[config.mk]
export PLATFORM = sky130hd
export DESIGN_NAME = riscv_pipelined_fetch
export DESIGN_NICKNAME = d
export VERILOG_FILES = /design/src/rtl/riscv_pipelined_fetch_pkg.sv /design/src/rtl/riscv_pipelined_fetch_buf.sv /design/src/rtl/riscv_pipelined_fetch.sv
export SDC_FILE = /design/constraint.sdc
export NUM_CORES = 1
export LEC_CHECK = 0
export CAP_MARGIN = 0
export CORE_MARGIN = 1.5
export CORE_UTILIZATION = 54
export CTS_CLUSTER_SIZE = 16
export DETAILED_ROUTE_END_ITERATION = 16
export PLACE_DENSITY = 0.87
export SYNTH_ARGS = -nofsm -noshare
export SYNTH_HDL_FRONTEND = slang
export SYNTH_SLANG_ARGS = --single-unit
[constraint.sdc]
create_clock -name i_clk -period 7.2 [get_ports i_clk]
set_input_delay 2.16 -clock i_clk [delete_from_list [all_inputs] [get_ports i_clk]]
set_output_delay 2.16 -clock i_clk [all_outputs]
set_load 0.03 [all_outputs]
[src/rtl/riscv_pipelined_fetch_pkg.sv]
// Shared definitions for the pipelined IF stage: reset PC, FSM states, NOP encoding
// and the {pc, instr} entry held by the instruction buffer.
package riscv_pipelined_fetch_pkg;

    localparam logic [31:0] RESET_PC_DEFAULT = 32'h0000_0000;
    localparam logic [31:0] INSTR_NOP        = 32'h0000_0013;

    typedef enum logic {
        FETCH_STATE_IDLE = 1'b0,
        FETCH_STATE_RUN  = 1'b1
    } fetch_state_e;

    typedef struct packed {
        logic [31:0] pc;
        logic [31:0] instr;
    } fetch_entry_t;

endpackage

[src/rtl/riscv_pipelined_fetch_buf.sv]
// Synchronous FIFO with push, pop, clear and occupancy count; DEPTH must be a power of two.
// Clear wins over push/pop; push into a full FIFO is accepted only alongside a pop.
module riscv_pipelined_fetch_buf #(
    parameter int unsigned WIDTH = 64,
    parameter int unsigned DEPTH = 2
) (
    input  logic                         clk_i,
    input  logic                         rst_ni,
    input  logic                         push_i,
    input  logic [WIDTH-1:0]             wdata_i,
    input  logic                         pop_i,
    input  logic                         clear_i,
    output logic [WIDTH-1:0]             rdata_o,
    output logic [$clog2(DEPTH+1)-1:0]   count_o
);

    localparam int unsigned PW = (DEPTH > 1) ? $clog2(DEPTH) : 1;
    localparam int unsigned CW = $clog2(DEPTH+1);
    localparam logic [CW-1:0] FULL = CW'(DEPTH);

    logic [WIDTH-1:0] mem_q [DEPTH];
    logic [PW-1:0]    wr_ptr_q, rd_ptr_q;
    logic [CW-1:0]    count_q;
    logic             do_push, do_pop;

    assign do_pop  = pop_i && (count_q != '0);
    assign do_push = push_i && ((count_q != FULL) || do_pop);

    always_ff @(posedge clk_i) begin
        if (!rst_ni || clear_i) begin
            wr_ptr_q <= '0;
            rd_ptr_q <= '0;
            count_q  <= '0;
        end else begin
            if (do_push) wr_ptr_q <= wr_ptr_q + PW'(1);
            if (do_pop)  rd_ptr_q <= rd_ptr_q + PW'(1);
            count_q <= count_q + CW'(do_push) - CW'(do_pop);
        end
    end

    always_ff @(posedge clk_i) begin
        if (do_push) mem_q[wr_ptr_q] <= wdata_i;
    end

    assign rdata_o = mem_q[rd_ptr_q];
    assign count_o = count_q;

endmodule

[src/rtl/riscv_pipelined_fetch.sv]
// IF stage: PC, imem req/gnt/rvalid handshake, instruction buffer and IF/ID register.
// Optional macro FETCH_MISALIGN_CHK_EN adds o_fetch_misalign and halts fetch on misaligned redirects.
module riscv_pipelined_fetch
    import riscv_pipelined_fetch_pkg::*;
#(
    parameter logic [31:0] RESET_PC  = RESET_PC_DEFAULT,
    parameter int unsigned BUF_DEPTH = 2
) (
    input  logic        i_clk,
    input  logic        i_rstn,
    output logic        o_fetch_imem_req,
    output logic [31:0] o_fetch_imem_addr,
    input  logic        i_fetch_imem_gnt,
    input  logic        i_fetch_imem_rvalid,
    input  logic [31:0] i_fetch_imem_rdata,
    input  logic        i_fetch_stall,
    input  logic        i_fetch_redirect,
    input  logic [31:0] i_fetch_redirect_pc,
    output logic        o_fetch_valid,
    output logic [31:0] o_fetch_instr,
    output logic [31:0] o_fetch_pc,
    output logic [31:0] o_fetch_pc4
`ifdef FETCH_MISALIGN_CHK_EN
    ,
    output logic        o_fetch_misalign
`endif
);

    localparam int unsigned CW = $clog2(BUF_DEPTH+1);
    localparam logic [CW:0] DEPTH_W = (CW+1)'(BUF_DEPTH);

    fetch_state_e  state_q, state_d;
    logic [31:0]   pc_q, pc_d;
    logic [CW-1:0] inflight_q, inflight_d, drop_q, drop_d;
    logic          valid_q, valid_d, misalign_q, misalign_d;
    logic [31:0]   instr_q, instr_d, ifid_pc_q, ifid_pc_d;
    logic [31:0]   redir_pc;
    logic          req, fire, rsp_live, bypass, ifid_open;
    fetch_entry_t  buf_wdata, buf_rdata;
    logic          buf_push, buf_pop;
    logic [CW-1:0] buf_count, tag_count_unused;
    logic [31:0]   tag_head;

`ifdef FETCH_MISALIGN_CHK_EN
    assign redir_pc         = i_fetch_redirect_pc;
    assign o_fetch_misalign = misalign_q;
`else
    logic unused_redir_lsb;
    assign redir_pc         = {i_fetch_redirect_pc[31:2], 2'b00};
    assign unused_redir_lsb = ^i_fetch_redirect_pc[1:0];
`endif

    assign req       = (state_q == FETCH_STATE_RUN) && !i_fetch_redirect && !misalign_q
                     && (({1'b0, inflight_q} + {1'b0, buf_count}) < DEPTH_W);
    assign fire      = req && i_fetch_imem_gnt;
    assign rsp_live  = i_fetch_imem_rvalid && (drop_q == '0) && !i_fetch_redirect;
    assign ifid_open = !i_fetch_redirect && !misalign_q && (!i_fetch_stall || !valid_q);
    assign bypass    = ifid_open && (buf_count == '0) && rsp_live;
    assign buf_pop   = ifid_open && (buf_count != '0);
    assign buf_push  = rsp_live && !bypass;
    assign buf_wdata = '{pc: tag_head, instr: i_fetch_imem_rdata};

    // inflight counts every outstanding beat, stale or not, so the tag queue
    // can never hold more than BUF_DEPTH entries; drop marks the stale subset.
    always_comb begin
        state_d    = FETCH_STATE_RUN;
        pc_d       = pc_q;
        inflight_d = inflight_q + CW'(fire) - CW'(i_fetch_imem_rvalid);
        drop_d     = drop_q;
        misalign_d = misalign_q;
        valid_d    = valid_q;
        instr_d    = instr_q;
        ifid_pc_d  = ifid_pc_q;

        if (i_fetch_redirect) begin
            pc_d       = redir_pc;
            drop_d     = inflight_q - CW'(i_fetch_imem_rvalid);
            misalign_d = |redir_pc[1:0];
        end else begin
            if (fire) pc_d = pc_q + 32'd4;
            if (i_fetch_imem_rvalid && (drop_q != '0)) drop_d = drop_q - CW'(1);
        end

        if (i_fetch_redirect || misalign_q) begin
            valid_d = 1'b0;
        end else if (ifid_open) begin
            if (buf_count != '0) begin
                valid_d   = 1'b1;
                instr_d   = buf_rdata.instr;
                ifid_pc_d = buf_rdata.pc;
            end else if (rsp_live) begin
                valid_d   = 1'b1;
                instr_d   = i_fetch_imem_rdata;
                ifid_pc_d = tag_head;
            end else begin
                valid_d   = 1'b0;
            end
        end
    end

    always_ff @(posedge i_clk) begin
        if (!i_rstn) begin
            state_q    <= FETCH_STATE_IDLE;
            pc_q       <= RESET_PC;
            inflight_q <= '0;
            drop_q     <= '0;
            misalign_q <= 1'b0;
            valid_q    <= 1'b0;
            instr_q    <= INSTR_NOP;
            ifid_pc_q  <= RESET_PC;
        end else begin
            state_q    <= state_d;
            pc_q       <= pc_d;
            inflight_q <= inflight_d;
            drop_q     <= drop_d;
            misalign_q <= misalign_d;
            valid_q    <= valid_d;
            instr_q    <= instr_d;
            ifid_pc_q  <= ifid_pc_d;
        end
    end

    riscv_pipelined_fetch_buf #(.WIDTH(64), .DEPTH(BUF_DEPTH)) u_ibuf (
        .clk_i   (i_clk),
        .rst_ni  (i_rstn),
        .push_i  (buf_push),
        .wdata_i (buf_wdata),
        .pop_i   (buf_pop),
        .clear_i (i_fetch_redirect),
        .rdata_o (buf_rdata),
        .count_o (buf_count)
    );

    riscv_pipelined_fetch_buf #(.WIDTH(32), .DEPTH(BUF_DEPTH)) u_tagq (
        .clk_i   (i_clk),
        .rst_ni  (i_rstn),
        .push_i  (fire),
        .wdata_i (pc_q),
        .pop_i   (i_fetch_imem_rvalid),
        .clear_i (1'b0),
        .rdata_o (tag_head),
        .count_o (tag_count_unused)
    );

    assign o_fetch_imem_req  = req;
    assign o_fetch_imem_addr = pc_q;
    assign o_fetch_valid     = valid_q;
    assign o_fetch_instr     = instr_q;
    assign o_fetch_pc        = ifid_pc_q;
    assign o_fetch_pc4       = ifid_pc_q + 32'd4;

endmodule
Word-level counts from Yosys, hierarchy flattened:

Memory sizes are Yosys's and may differ from the RTL's. A register that Yosys moved wholly into a read port is not among the register bits.
Index checks and enable logic that the tools add are counted.

* register bits: 110
* memory bits (writable): 192
* bits of input ports: 70
* output and inout port bits: 130
* word-level logic and storage cells: 89
* memories: 2

Memories
* u_ibuf.mem_q: words 2, bits a word 64, rd ports 1, clocked after memory_dff 1, write ports 1, line riscv_pipelined_fetch_buf.sv:21 `logic [WIDTH-1:0] mem_q [DEPTH];`
* u_tagq.mem_q: words 2, bits a word 32, rd ports 1, clocked after memory_dff 1, write ports 1, line riscv_pipelined_fetch_buf.sv:21

* $add $sub $neg: 15
* magnitude comparators: 1
* equality and inequality tests: 2
* muxes and demuxes: 19
* bitwise operators: 2
* reductions and logical operators: 34

Operator list (number)
* 32-bit 2-to-1 mux: 6
* 32-bit by 3-bit adder with 32-bit output, second input constant: 2
* 1-bit logical AND: 15
* 2-bit nonzero test: 6
* 1-bit 2-to-1 mux: 11
* 2-bit by 1-bit subtractor with 2-bit output: 4
* 2-bit by 1-bit adder with 2-bit output: 3
* 1-bit zero test: 5
* 1-bit adder, second input constant: 4
* 2-bit zero test: 2
* 1-bit logical OR: 4
* 2-bit 2-to-1 mux: 2
* 2-bit != test, second input constant: 2
* 2-bit by 2-bit adder with 3-bit output: 1
* 3-bit by 2-bit < comparator with 1-bit output, second input constant: 1
* 3-bit AND reduction: 1
* 1-bit NOT: 2
* 2-bit OR reduction: 1
* 2-bit by 1-bit subtractor with 2-bit output, second input constant: 1

Logic depth before layout (Yosys ltp):

Gate-level depths: netlist (run 1).

* depth after elaboration: 10
* gate-level depth with buffers: 14
* gate-level depth less buffers: 12

Hierarchy:

A second synthesis (run 1) with hierarchy kept.

* cells, all modules: 1051
* area total of the unflattened synthesis: 13228.9 sq um

Modules (own cells, without submodules)
* riscv_pipelined_fetch: instances 1, cells each 700, area each 5472.7 sq um, seq. area each 2001.9 sq um
* riscv_pipelined_fetch_buf at u_ibuf: instances 1, cells each 225, area each 5175.0 sq um, seq. area each 3943.8 sq um
* riscv_pipelined_fetch_buf at u_tagq: instances 1, cells each 126, area each 2581.2 sq um, seq. area each 2021.9 sq um

Worst setup path before layout (run 1):

No wires, ideal clock.

* path kind: in2reg
* start: input i_fetch_redirect
* end: memory u_ibuf.mem_q[0][0], enable pin
* library setup time: 0.490 ns
* arrival: 5.536 ns
* data required time: 6.710 ns
* path slack: 1.174 ns
* stages on the path: 4
* buffers on the path: 1
* path through: inv_1 clkbuf_1 o311a_1 nor2b_1

* word-level cells in the longest chain between the ends: 9
* elaborated cells on any way between the ends: 13
* those cells by class: mux: 2; reduce/logical: 11

Ends and longest elaborated chain
* start, declared: line riscv_pipelined_fetch.sv:17 `input logic i_fetch_redirect,`
* 1-bit zero test *: line riscv_pipelined_fetch.sv:56, riscv_pipelined_fetch.sv:57
* 1-bit logical AND: line riscv_pipelined_fetch.sv:57 `assign ifid_open = !i_fetch_redirect && !misalign_q && (!i_fetch_stall || !valid_q);`
* 1-bit logical AND (2 in a row): line riscv_pipelined_fetch.sv:58 `assign bypass = ifid_open && (buf_count == '0) && rsp_live;`
* 1-bit zero test: line riscv_pipelined_fetch.sv:60 `assign buf_push = rsp_live && !bypass;`
* 1-bit logical AND: line riscv_pipelined_fetch.sv:60
* 1-bit logical AND *: line riscv_pipelined_fetch_buf.sv:27 `assign do_push = push_i && ((count_q != FULL) || do_pop);`
* via u_ibuf.do_push: line riscv_pipelined_fetch_buf.sv:24 `logic do_push, do_pop;`
* 1-bit 2-to-1 mux *: line riscv_pipelined_fetch_buf.sv:42 `if (do_push) mem_q[wr_ptr_q] <= wdata_i;`
* 1-bit 2-to-1 mux (not written as such) *: line riscv_pipelined_fetch_buf.sv:42
* end, declared: line riscv_pipelined_fetch_buf.sv:21

The timed path passes the listed nets; every way through them passes the cells marked *.

Worst setup path after layout (run 1):

* start: input i_fetch_redirect
* end: output o_fetch_imem_req

* word-level cells in the longest chain between the ends: 3

Ends and longest elaborated chain
* 1-bit zero test: line riscv_pipelined_fetch.sv:53 `assign req = (state_q == FETCH_STATE_RUN) && !i_fetch_redirect && !misalign_q`
* 1-bit logical AND: line riscv_pipelined_fetch.sv:53
* 1-bit logical AND: line riscv_pipelined_fetch.sv:54 `&& (({1'b0, inflight_q} + {1'b0, buf_count}) < DEPTH_W);`
* end, declared: line riscv_pipelined_fetch.sv:11 `output logic o_fetch_imem_req,`

Every way passes these cells.

==> impl_metrics.yaml, run 1 <==
detailed_routing:
  routedWlPerCell_um: 19.5
  dr.pass1.iters: 5
  drt_iter0_drc: 743
  ant_nets: 0
  drc: 0
  num_vias: 9245
  wl_mm: 29.9
  avgViaCountPerCell: 6.03
clock_tree:
  ctsResizeCount: 0
  cts_setup_buffers: 0
  cts_hold_buf: 0
  clk_latency_ns: 0.54
  clock_path_buffers: 3
  path_clk_slew_ns: 0.06
  cts.sinks: 292
  cts.htree.levels: 1
  cts_made_buffers: 29
  cts-root-buf: "clkbuf_16"
  cts_tree: "done"
timing:
  final_max_slew_viol_count: 0
  period_share_pct: 84.1
  fin_ws_ns: 1.15
  setup_viol: 0
  relSlewSlack_pct: 26.1
  rsz0062_at_grt: "no"
  max_slew.worst_pin.slew_ns: 1.11
  period_minus_slack_ns: 6.05
  fin_hold_ws_ns: 0.452
  final.setup.tns_ns: 0
  final-hold-violation-count: 0
  fin_skew_ns: 0.0112
  fmax_mhz: 165
setup_path:
  setup.worst_path.start_class: "primary input"
  critPathMostFrequentCell: "clkdlybuf4s50_1"
  worst_ep_arrival_time_ns: 3.89
  critPathMaxFanout: 7
  crit_type: "primary input to output pin"
  path_buf_inv: 2
  worstSetupEndpointType: "output pin"
  required_ns: 5.04
  max_stage_delay_ns: 0.76
  cp_slowest_cell: "clkdlybuf4s50_1"
  cp_top_family: "buffers and inverters"
  cp_cell_sequence: "clkdlybuf4s50_1 -> nor4b_4 -> clkdlybuf4s50_1"
synth:
  synth_seq_cells: 292
  synth_compound_area_share_pct: 10.2
  ys_warn_count: 0
  async_flop_share_pct: 0
  synthMuxAreaShare_pct: 7.83
  synth_adder_area_share_pct: 1.16
  synth_cells: 1058
  ys_seq_area_share_pct: 61.3
  synth_area_leaders: "edfxtp_1, dfxtp_1, nand2_1"
  synth_top_family_by_area: "simple AND/OR/NAND/NOR gates"
  netlist_area_um2: 12500
  synth_edf_count: 184
  synth-simple-area-share_pct: 12.9
  synth_xor_area_share_pct: 3.35
  synthFlopType: "edfxtp_1"
  yosysUniqueCellTypes: 58
  synth.largest_area_cell: "edfxtp_1"
  syn_avg_cell_area_um2: 11.9
  yosysTopAreaCellShare_pct: 44.1
floorplan:
  core_um2: 22700
  die_y_um: 155
  io_pins: 200
  die_w_um: 155
  dieArea_um2: 24100
  num_rows: 55
  initial_core_util_pct: 55.2
layout:
  nFillCells: 1561
  n_antenna_cell: 0
  drive_above_1_share_pct: 8.98
  nNetsFinal: 1305
  syn_to_final_growth_pct: 24.0
placement:
  port_buffers: 191
  gp_congestion: 0.895
  dp_slack_ns: 1.17
  dp_hpwl_mm: 19.1
power_and_ir_drop:
  leakage_nw: 4.94
  vdd_drop_max_mv: 0.158
  p_per_area_nw_per_um2: 249
global_route:
  grt_pass1_vias: 9125
  grt_max_degree: 103
  grt_first_pass_wirelength_mm: 47.4
  grt_usage_pct: 24.6
  antenna_found_initial: 0
  overflow: 0
flow_run:
  cap_violations: 0
hold_path:
  hold_path_class: "flop to flop"
outcome:
  outcome: "completed"
-- state kept, by name (all words and copies together), names as in the netlist, named ones only --
signal and flops:
drop_q 2, inflight_q 2, o_fetch_imem_addr 30, o_fetch_instr 32, o_fetch_pc 30, o_fetch_valid 1, state_q 1, u_ibuf.count_o 2
u_ibuf.mem_q 124, u_ibuf.rd_ptr_q 1, u_ibuf.wr_ptr_q 1, u_tagq.count_o 2, u_tagq.mem_q 60, u_tagq.rd_ptr_q 1, u_tagq.wr_ptr_q 1
-- cells in the final DEF, fill, tap and decap left out, types with 12 or more instances in the layout --
cell,count
and3_1,14
o21ai_0,14
nor2_1,24
nand4_1,30
mux2i_1,52
o221ai_1,13
a21oi_1,70
and2_1,14
buf_4,14
o211ai_1,55
xnor2_1,38
nand3_1,29
inv_1,21
and4_1,12
clkdlybuf4s50_1,191
mux2_2,41
dfxtp_1,107
nand2_1,148
clkbuf_16,29
edfxtp_1,184
-- layer usage --
layer	up-vias	track usage [%]	wire length (um)
li1	4266	-	-
met1	4422	33.5	12400
met2	489	40.5	14000
met3	68	4.04	2740
met4	0	8.25	767
met5	-	0	0
-- stage by stage --
stage	cell area [um2]	total power [mW]	utilization (%)	instances
6_report	15500	3.87	68.5	1532
5_1_grt	15500	3.99	68.5	1532
4_1_cts	15500	3.87	68.5	1532
3_5_place_dp	14700	2.47	64.5	1478
3_3_place_gp	14700	2.45	64.5	1478
2_1_floorplan	12600	2.25	-	1063
-- cells in the mapped netlist, types with 12 or more instances --
cell,number
xnor2_1,38
o221ai_1,13
dfxtp_1,108
o211ai_1,55
nand3_1,29
mux2i_1,52
nor2_1,25
mux2_2,41
buf_1,13
inv_1,22
clkbuf_1,54
edfxtp_1,184
and2_1,15
nand4_1,30
nand2_1,148
and3_1,14
and4_1,12
o21ai_0,14
a21oi_1,70
-- worst paths after layout --
kind                                        start                to  slack, ns  depth (start not counted)
worst max-delay path             i_fetch_redirect  o_fetch_imem_req       1.15                          3
worst min-delay path             o_fetch_instr[9]  o_fetch_instr[9]       0.45                          2
worst max register to register  u_ibuf.count_o[0]     inflight_q[1]       3.81                         12
worst min register to register   o_fetch_instr[9]  o_fetch_instr[9]       0.45                          2
-- power by group --
part	switching, mW	leakage, nW	internal, mW
sequential	0.0642	2.55	1.85
clock	0.618	0.440	0.813
combinational	0.299	1.95	0.222
total	0.981	4.94	2.89
-- kinds of logic (layout without fill, tap and decap cells) --
logic type,after synthesis,count (layout)
fa+ha+maj,11,11
mux,93,93
flops,292,292
buf+inv,98,282
xor+xnor,48,48
compound gates,195,195
other cells,1,6
simple gates,320,320
-- area by class of cell --
class	instances	area [um2]	share of cell area, %
multi-input cells	673	4500	28.9
clock buffers	36	752	4.84
flip-flops and latches	292	7690	49.5
repair buffers	205	2020	13.0
clock inverters	18	144	0.926
inverters	23	86.3	0.555
well taps	285	357	2.29
-- tightest hold or removal path, delay by kind of cell (launching register included) --
family,cells,cell delay (ns)
and+or+nand+nor,1,0.05
AOI/OAI and AO/OA,1,0.05
DFF,1,0.31
(Power assumes the default switching activity.)
==> inputs of run 2 (changes only) <==
==> constraint.sdc (replaced) <==
create_clock -name i_clk -period 6 [get_ports i_clk]
set_input_delay 1.8 -clock i_clk [delete_from_list [all_inputs] [get_ports i_clk]]
set_output_delay 1.8 -clock i_clk [all_outputs]
set_load 0.03 [all_outputs]
==> run 2 against run 1 <==
  * Worst setup slack got worse by 0.44 ns
  * Critical path type is now flop to output pin
  * Non-clock buffer count fell by 1
  * Critical path depth is 2 higher
  * Count of clock-buffer cells in the layout up 6
  * Cell count hardly changed
==> impl_metrics.yaml, run 2 (synthesis gave the netlist of run 1 again) <==
outcome:
  outcome: "completed"
clock_tree:
  clk_latency_ns: 0.56
  cts.sinks: 292
  cts-root-buf: "clkbuf_16"
  cts_tree: "done"
  cts_made_buffers: 29
  cts.htree.levels: 1
  cts_setup_buffers: 0
  path_clk_slew_ns: 0.06
  clock_path_buffers: 3
  cts_hold_buf: 0
  ctsResizeCount: 0
detailed_routing:
  wl_mm: 31.4
  dr.pass1.iters: 5
  drt_iter0_drc: 834
  avgViaCountPerCell: 6.16
  num_vias: 9432
  ant_nets: 0
  routedWlPerCell_um: 20.5
  drc: 0
timing:
  final-hold-violation-count: 0
  fin_skew_ns: 0.0131
  fin_ws_ns: 0.708
  setup_viol: 0
  period_minus_slack_ns: 5.29
  fmax_mhz: 189
  period_share_pct: 88.2
  relSlewSlack_pct: 21.8
  rsz0062_at_grt: "no"
  final.setup.tns_ns: 0
  final_max_slew_viol_count: 0
  max_slew.worst_pin.slew_ns: 1.17
floorplan:
  die_w_um: 155
  io_pins: 200
  num_rows: 55
  initial_core_util_pct: 55.2
  dieArea_um2: 24100
  core_um2: 22700
  die_y_um: 155
hold_path:
  min_path_cells: 2
  holdPathEnd: "o_fetch_instr[9]"
  hold_path_class: "flop to flop"
  min_from: "o_fetch_instr[9]"
layout:
  n_antenna_cell: 0
  nFillCells: 1560
  drive_above_1_share_pct: 8.83
  largest_reg_flops: 124
  layout_commonest_cell: "clkdlybuf4s50_1"
  most-common-layout-cells: "clkdlybuf4s50_1, edfxtp_1, nand2_1"
  syn_to_final_growth_pct: 24.0
  top_register: "u_ibuf.mem_q"
  nNetsFinal: 1304
global_route:
  overflow: 0
  grt_max_degree: 106
  grt_first_pass_wirelength_mm: 48.9
  antenna_found_initial: 0
  grt_pass1_vias: 9088
  grt_usage_pct: 25.8
setup_path:
  reg2reg_depth: 13
  path_buf_inv: 1
  worst_ep_arrival_time_ns: 3.49
  required_ns: 4.20
  crit_type: "flop to output pin"
  critPathMostFrequentCell: "nand4_1"
  worstSetupEndpointType: "output pin"
  r2r_end: "inflight_q[1]"
  rr_startpoint: "u_ibuf.count_o[0]"
  ff2ff_setup_slack_ns: 2.73
  setup.worst_path.start_class: "flop"
  max_stage_delay_ns: 0.91
  cp_top_family: "simple AND/OR/NAND/NOR gates"
  cp_cell_sequence: "nand4_1 -> nor3_2 -> nand4_1 -> xnor2_1 -> clkdlybuf4s50_1"
  critPathMaxFanout: 10
  cp_slowest_cell: "nor3_2"
power_and_ir_drop:
  vdd_drop_max_mv: 0.184
  p_per_area_nw_per_um2: 299
  leakage_nw: 4.96
placement:
  gp_congestion: 0.844
  port_buffers: 191
  dp_slack_ns: 0.924
  dp_hpwl_mm: 19.5
flow_run:
  cap_violations: 0
-- run 2: cell count changes in the layout (fill, tap and decap cells not counted), moves of 2 or more --
cell | previous run | this run
clkbuf_1 | 7 | 10
clkbuf_8 | 0 | 2
clkinv_2 | 9 | 7
clkinv_1 | 4 | 2
-- run 2: worst max path at each step --
| stage | to | slack [ns] | from | depth (start not counted) |
|---|---|---|---|---|
| 6_report | o_fetch_pc4[26] | 0.71 | o_fetch_pc[6] | 5 |
| 3_5_place_dp | o_fetch_imem_req | 0.92 | i_fetch_redirect | 3 |
| 2_1_floorplan | u_ibuf.mem_q[0][0] | 0.33 | i_fetch_redirect | 4 |
| 5_1_grt | o_fetch_pc4[26] | 0.66 | o_fetch_pc[6] | 5 |
| 4_1_cts | o_fetch_pc4[26] | 0.74 | o_fetch_pc[6] | 5 |
| 3_3_place_gp | o_fetch_imem_req | 0.92 | i_fetch_redirect | 3 |
-- run 2: tightest hold or removal path, cell delays in order (launching register included) --
cell	delay (ns)
dfxtp_1	0.31
nand2_1	0.05
a21oi_1	0.05
-- run 2: area by class of cell --
cell class                      instances  area [um2]  area share, %
Tap cell                              285         357           2.29
Inverter                               23        86.3          0.555
Clock buffer                           42         816           5.24
Multi-Input combinational cell        673        4510           29.0
Clock inverter                         12        88.8          0.571
Timing Repair Buffer                  204        2010           12.9
Sequential cell                       292        7690           49.4
-- run 2: metal layers --
metal,vias up,track usage [%],wire length (um)
met2,534,42.5,14900
li1,4274,-,-
met5,-,0,0
met3,77,4.40,3040
met1,4547,34.7,12800
met4,0,9.30,726
-- run 2: metrics by stage --
stage	power (mW)	cell area (um2)	util [%]	hold slack (ns)	instances
3_3_place_gp	2.94	14700	64.5	0.441	1477
6_report	4.65	15600	68.5	0.451	1531
5_1_grt	4.79	15600	68.5	0.467	1531
4_1_cts	4.67	15600	68.5	0.454	1531
2_1_floorplan	2.70	12600	-	0.481	1063
3_5_place_dp	2.96	14700	64.5	0.446	1477
-- run 2: power by group --
group	internal, mW	switching, mW	total (mW)
registers	2.22	0.0811	2.31
logic	0.267	0.362	0.629
clock network	0.985	0.732	1.72
